## src/rtl/change_dispenser.sv

```systemverilog
// Greedy change dispenser: returns i_total as coins of three values over a valid/ready coin port.
// Optional per-coin handshake counters are built when CHANGE_COUNT_EN is defined.
module change_dispenser #(
    parameter int unsigned TOTAL_BITS = 31,
    parameter int unsigned COIN0_VAL  = 100,
    parameter int unsigned COIN1_VAL  = 500,
    parameter int unsigned COIN2_VAL  = 1000
) (
    input  logic                  clk,
    input  logic                  reset_n,
    input  logic                  i_trigger_return,
    input  logic [TOTAL_BITS-1:0] i_total,
    input  logic                  i_coin_ready,
    output logic                  o_coin_valid,
    output logic [1:0]            o_coin_sel,
    output logic                  o_busy,
    output logic                  o_done,
    output logic [TOTAL_BITS-1:0] o_remaining,
    output logic [23:0]           o_coin_count
);

    localparam logic [TOTAL_BITS-1:0] C0 = TOTAL_BITS'(COIN0_VAL);
    localparam logic [TOTAL_BITS-1:0] C1 = TOTAL_BITS'(COIN1_VAL);
    localparam logic [TOTAL_BITS-1:0] C2 = TOTAL_BITS'(COIN2_VAL);

    typedef enum logic [1:0] {
        IDLE     = 2'd0,
        SELECT   = 2'd1,
        DISPENSE = 2'd2,
        DONE     = 2'd3
    } state_t;

    state_t                r_state;
    logic                  r_coin_valid;
    logic [1:0]            r_coin_sel;
    logic                  r_busy;
    logic                  r_done;
    logic [TOTAL_BITS-1:0] r_remaining;
    logic [TOTAL_BITS-1:0] w_coin_val;

    // Value of the coin currently held on the coin port.
    always_comb begin
        w_coin_val = '0;
        case (r_coin_sel)
            2'd0:    w_coin_val = C0;
            2'd1:    w_coin_val = C1;
            2'd2:    w_coin_val = C2;
            default: w_coin_val = '0;
        endcase
    end

    always_ff @(posedge clk or negedge reset_n) begin
        if (!reset_n) begin
            r_state      <= IDLE;
            r_coin_valid <= 1'b0;
            r_coin_sel   <= 2'd0;
            r_busy       <= 1'b0;
            r_done       <= 1'b0;
            r_remaining  <= '0;
        end else begin
            case (r_state)
                IDLE: begin
                    if (i_trigger_return) begin
                        r_remaining <= i_total;
                        r_busy      <= 1'b1;
                        r_state     <= SELECT;
                    end
                end
                SELECT: begin
                    // Largest coin that fits; selection guarantees the later subtraction cannot underflow.
                    if (r_remaining >= C2) begin
                        r_coin_sel   <= 2'd2;
                        r_coin_valid <= 1'b1;
                        r_state      <= DISPENSE;
                    end else if (r_remaining >= C1) begin
                        r_coin_sel   <= 2'd1;
                        r_coin_valid <= 1'b1;
                        r_state      <= DISPENSE;
                    end else if (r_remaining >= C0) begin
                        r_coin_sel   <= 2'd0;
                        r_coin_valid <= 1'b1;
                        r_state      <= DISPENSE;
                    end else begin
                        r_done  <= 1'b1;
                        r_state <= DONE;
                    end
                end
                DISPENSE: begin
                    if (i_coin_ready) begin
                        r_remaining  <= r_remaining - w_coin_val;
                        r_coin_valid <= 1'b0;
                        r_state      <= SELECT;
                    end
                end
                DONE: begin
                    r_done  <= 1'b0;
                    r_busy  <= 1'b0;
                    r_state <= IDLE;
                end
                default: begin
                    r_coin_valid <= 1'b0;
                    r_done       <= 1'b0;
                    r_busy       <= 1'b0;
                    r_state      <= IDLE;
                end
            endcase
        end
    end

`ifdef CHANGE_COUNT_EN
    logic [2:0][7:0] r_coin_count;
    logic            w_handshake;
    logic            w_accept;

    assign w_handshake = r_coin_valid & i_coin_ready;
    assign w_accept    = (r_state == IDLE) & i_trigger_return;

    // Saturating per-coin handshake counters, cleared when a new return starts.
    always_ff @(posedge clk or negedge reset_n) begin
        if (!reset_n) begin
            r_coin_count <= '0;
        end else if (w_accept) begin
            r_coin_count <= '0;
        end else if (w_handshake) begin
            case (r_coin_sel)
                2'd0: if (r_coin_count[0] != 8'hFF) r_coin_count[0] <= r_coin_count[0] + 8'd1;
                2'd1: if (r_coin_count[1] != 8'hFF) r_coin_count[1] <= r_coin_count[1] + 8'd1;
                2'd2: if (r_coin_count[2] != 8'hFF) r_coin_count[2] <= r_coin_count[2] + 8'd1;
                default: ;
            endcase
        end
    end

    assign o_coin_count = r_coin_count;
`else
    assign o_coin_count = 24'd0;
`endif

    assign o_coin_valid = r_coin_valid;
    assign o_coin_sel   = r_coin_sel;
    assign o_busy       = r_busy;
    assign o_done       = r_done;
    assign o_remaining  = r_remaining;

endmodule

```

## config.mk

```make
export PLATFORM = sky130hd
export DESIGN_NAME = change_dispenser
export DESIGN_NICKNAME = d
export VERILOG_FILES = /design/src/rtl/change_dispenser.sv
export SDC_FILE = /design/constraint.sdc
export NUM_CORES = 1
export LEC_CHECK = 0
export ABC_AREA = 1
export CAP_MARGIN = 20
export CORE_MARGIN = 1
export CORE_UTILIZATION = 30
export DETAILED_ROUTE_END_ITERATION = 10
export PLACE_DENSITY_LB_ADDON = 0.05
export SETUP_SLACK_MARGIN = 0.5
export SLEW_MARGIN = 20
export SYNTH_ARGS = -nofsm -noshare
export SYNTH_HDL_FRONTEND = slang
export SYNTH_SLANG_ARGS = --single-unit
```

## constraint.sdc

```tcl
create_clock -name clk -period 6.4 [get_ports clk]
set_input_delay 1.28 -clock clk [delete_from_list [all_inputs] [get_ports clk]]
set_output_delay 1.28 -clock clk [all_outputs]
set_load 0.02 [all_outputs]
```

; Word-level counts from Yosys, hierarchy flattened
; Index checks and enable logic that the tools add are counted.
[op_classes]
addsub = 1
order_cmp = 3
eq_ne = 11
mux = 24
reduce_logical = 13
[ops]
columns = operator, count
row1 = $mux W31, 2
row2 = $pmux W31 S2, 1
row3 = $ge A31 B10 Y1 const B, 1
row4 = $ge A31 B7 Y1 const B, 1
row5 = $ge A31 B9 Y1 const B, 1
row6 = $sub A31 B31 Y31, 1
row7 = $pmux W10 S3, 1
row8 = $mux W1, 11
row9 = $mux W2, 5
row10 = $ne A2 B2 Y1 const B, 5
row11 = $pmux W2 S4, 1
row12 = $reduce_bool A2 Y1, 4
row13 = $eq A2 B2 Y1 const B, 3
row14 = $pmux W1 S2, 3
row15 = $reduce_and A2 Y1, 3
row16 = $reduce_and A3 Y1, 2
row17 = $eq A2 B1 Y1 const B, 2
row18 = $logic_not A2 Y1, 2
row19 = $ne A4 B4 Y1 const B, 1
row20 = $reduce_and A4 Y1, 1
row21 = $reduce_bool A3 Y1, 1
[word_totals]
regBits = 38
out_inout_bits = 60
elab_cells = 58

; Longest topological paths before layout
[depth]
depth_word = 5
ltp_mapped = 19
mapped_depth_nobuf = 19

; Worst setup path after synthesis
; No wires, ideal clock.
[synth_timing]
kind = register to register
from = register r_coin_sel[1], in the netlist o_coin_sel[1]
to = register r_remaining[16], in the netlist o_remaining[16]
t_arrival_ns = 2.255
required_ns = 6.273
setup_slack_ns = 4.019
stages_incl_launch_ff = 20
synth_period_minus_slack_ns = 2.381
path_cell_list = dfrtp_1 > inv_1 > ha_1 > nor2_1 > nor2_1 > ha_1 > inv_1 > fa_1 > nand2_1 > nand2_1 > nand3_1 > nand2_1 > nand2_1 > nand2_1 > nand2_1 > nand2_1 > nand2_1 > nand3_1 > nand2_1 > o21ai_0
[synth_via]
elab_chain_len = 5
[synth_lines]
columns = item, line
row1 = start: declaration, 35  ; logic [1:0] r_coin_sel;
row2 = start signal: assignment, 56  ; r_coin_sel <= 2'd0;
row3 = start signal: assignment, 72  ; r_coin_sel <= 2'd2;
row4 = start signal: assignment, 76  ; r_coin_sel <= 2'd1;
row5 = $eq A2 B2 Y1 (tied with other cells), 44  ; case (r_coin_sel)
row6 = $pmux W10 S3 (*), 44
row7 = $sub A31 B31 Y31 (*), 90  ; r_remaining <= r_remaining - w_coin_val;
row8 = $mux W31 (*), 89  ; if (i_coin_ready) begin
row9 = $pmux W31 S2 (*), 61  ; case (r_state)
row10 = end signal: assignment, 64  ; r_remaining <= i_total;
row11 = end signal: assignment, 90
row12 = end: declaration, 38  ; logic [TOTAL_BITS-1:0] r_remaining;
; Every way passes the cells marked *; elsewhere a longest branch is shown, timed or not. The select of a mux whose other input is x is not followed.
; A chain may end at the register's enable or synchronous reset.

; Worst setup path in the final report
[layout_timing]
from = input port i_trigger_return
to = register r_remaining[11], in the netlist o_remaining[11]
[layout_via]
elab_chain_len = 2
[layout_lines]
columns = item, line
row1 = start: declaration, 11  ; input logic i_trigger_return,
row2 = $ne A2 B2 Y1 (no source line), -
row3 = $reduce_and A3 Y1 (no source line), -
; Every way passes these cells.

==> summary.md <==
| Metric | Value |
|---|---|
| Asr flop ratio synth | 1.00 |
| Post-CTS sizing | 0 |
| Worst hold path type | reg -> reg |
| Reg-to-Reg End | o_remaining[16] |
| Initial DRC count | 176 |
| Crit start category | input port |
| R2R setup slack | 3580 ps |
| # diodes | 0 |
| Max FO, Critical Path | 32 |
| Layout cell share with drive strength beyond 1 | 0.0443 |
| GR Util All Layers | 0.180 |
| Leading post-synthesis cells by cell area | dfrtp_1, nand2_1, nor2_1 |
| CTS root buf | clkbuf_16 |
| Clock Skews | 7.16 ps |
| EDFF count, synth | 0 |
| Ys flop type | dfrtp_1 |
| Avg Inst Size Synth | 6.24 µm² |
| DR DRC count | 0 |
| Power per standard cell area | 535 nW/µm² |
| Total number of vias | 3446 |
| Slew HR | 0.518 |
| Crit path max-delay cell type | a21oi_4 |
| Die footprint | 11700 µm² |
| Placed cells | 740 |
| Pre-antenna DRT Iters | 5 |
| Yosys top cell by area | dfrtp_1 |
| Hold worst-path end | o_coin_valid |
| Final setup viols | 0 |
| Chip Width | 108 µm |
| Hold Buf Count CTS | 0 |
| Final Hold Viols | 0 |
| Max Clk Rate | 317 MHz |
| Max H-tree Level | 2 |
| Share of the synthesized area in the top cell type | 0.281 |
| Worst-case hold slack | 507 ps |
| Max Transition Viols Final | 0 |
| Pre-CTS worst setup slack | 2910 ps |
| Area of the multi-input gates | 2010 µm² |
| Tot Pwr | 2.32 mW |
| P_leak | 2.04 nW |
| Most common cell in the netlist | nand2_1 |
| Seq/Total Area, Yosys | 0.281 |
| Most frequent CP cell | nor2_1 |
| Tcrit/Tclk final | 0.493 |
| Reg2reg path depth | 19 |
| Slew @ Worst Pin | 722 ps |
| Post-Synthesis Cells | 542 |
| Worst setup margin | 3240 ps |
| Gpl congestion | 0.860 |
| CTS Buffer Depth | 2 |
| Synth warnings | 0 |
| Worst Setup End Kind | flip-flop |
| Area Growth Syn to Fin | 28.3% |
| Critical Path AT | 3380 ps |
| TNS Setup | 0 ps |
| Port Buffer Count | 70 |
| Worst skew pair latency | 290 ps |
| Critical path class | in -> reg |
| Remaining global-route overflow | 0 |
| Drt total wl | 9.89 mm |
| Placed inst area | 4120 µm² |
| CP bufs+invs | 3 |
| Fin cells | 749 |
| Initial antenna violation count | 0 |
| Crit path cell chain | clkdlybuf4s50_1, nor2_1, inv_1, nand2_4, a21oi_4, inv_2, nor2_1, nand2_1, o21ai_1 |
| Synth Cell Area | 3380 µm² |
| Final core utilization | 0.397 |
| Sink Count | 38 |
| Post-CTS setup buffers | 0 |
| Chip Height | 108 µm |
| CP max stage delay | 560 ps |
| Vias per cell | 4.60 |
| Core box area | 10900 µm² |
| Unrepaired setup endpoints after global routing | no |
| Register Area | 951 µm² |
| Post-route ant nets | 0 |
| Detailed Place HPWL | 7.38 mm |
| Largest delay share family, worst path | buffers and inverters |
| Netlist cell types | 33 |
| TritonCTS clock tree | yes |
| Worst VDD drop | 0.000228 V |
| Largest net degree at the start of global routing | 56 |
| Number of CTS-inserted buffers | 5 |
| Yosys reg bits | 38 |
| I/O pin count | 95 |
| Clock-pin transition on the worst setup and hold timing paths | 70 ps |
| First-pass GRT wire length | 16.3 mm |
| Vias in the first global route | 3238 |
| Max_cap viols | 0 |
| Avg WL per Cell | 13.2 µm |
| Fillcell total | 1183 |
| Hold Crit Depth | 2 |
| Post-layout instance area | 4340 µm² |
| Starting Density | 0.309 |
| Final nets | 661 |
| Status | complete, no violations |
| Hold Startpoint | o_coin_valid |
| CP required | 6620 ps |
| Site row count | 38 |
| Top cells by count, synth | nand2_1, nor2_1, inv_1 |
| Worst R2R Start | o_coin_sel[1] |
| Minimum clock period | 3160 ps |
layout by cell type, fill, tap and decap left out, types with 7 or more instances in the layout:
cell	Yosys	final
inv_1	68	68
a21oi_1	14	14
nand2_1	145	145
o211ai_1	7	7
nor2_1	89	89
o21ai_1	7	7
clkdlybuf4s50_1	0	69
conb_1	1	24
dfrtp_1	38	38
ha_1	17	16
o21ai_0	27	27
nand3_1	51	51
nand4_1	10	10
flip-flops by register name, indices dropped and copies added (netlist names):
signal	flops
r_state	2
o_coin_valid	1
o_coin_sel	2
o_busy	1
o_remaining	31
o_done	1
layout make-up:
| type | count | area share |
|---|---|---|
| multi-input cells | 418 | 0.463 |
| repair buffers | 71 | 0.167 |
| flip-flops and latches | 38 | 0.219 |
| clock buffers | 6 | 0.0320 |
| clock inverters | 2 | 0.0138 |
| inverters | 74 | 0.0651 |
| well taps | 140 | 0.0403 |
worst register-to-register path, stage by stage (launching register included):
cell	delay, ps
dfrtp_1	430
inv_1	140
ha_1	170
nor2_1	50
nor2_1	90
ha_1	150
inv_1	60
fa_1	390
nand2_1	100
nand2_1	60
nand3_1	60
nand2_1	170
nand2_1	110
nand2_1	150
nand2_1	200
nand2_1	70
nand2_1	70
nand3_1	60
nand2_1	80
o21ai_0	70
per-layer routing:
layer	global-route usage	part of all wire	vias to the layer above
met1	0.259	0.51	1546
met2	0.281	0.44	87
met4	0.0421	0.0071	0
met5	0	0	-
met3	0.0241	0.044	6
li1	-	-	1807
power breakdown:
| part | internal, mW | switching, mW |
|---|---|---|
| Sequential | 0.362 | 0.153 |
| Clock | 0.234 | 0.111 |
| Combinational | 0.530 | 0.932 |
| Total | 1.13 | 1.20 |
logic make-up after synthesis:
kind of cell               count (synthesis)  share of synthesized area
and+or+nand+nor                          313                      0.389
buffers and inverters                    109                      0.154
AOI/OAI and AO/OA                         61                      0.101
DFF                                       38                      0.281
adders and majority gates                 18                     0.0688
xor gates and xnor gates                   2                    0.00518
other                                      1                    0.00111
how the worst max path moves through the flow:
stage | slack [ps] | cells past startpoint | startpoint | end
2_1_floorplan | 4020 | 19 | o_coin_sel[1] | o_remaining[16]
3_3_place_gp | 2970 | 8 | i_trigger_return | o_remaining[7]
3_5_place_dp | 2910 | 8 | i_trigger_return | o_remaining[8]
4_1_cts | 3210 | 9 | i_trigger_return | o_remaining[11]
5_1_grt | 3050 | 9 | i_trigger_return | o_remaining[11]
6_report | 3240 | 9 | i_trigger_return | o_remaining[11]
Note: power is estimated with default switching activity, not from simulation.
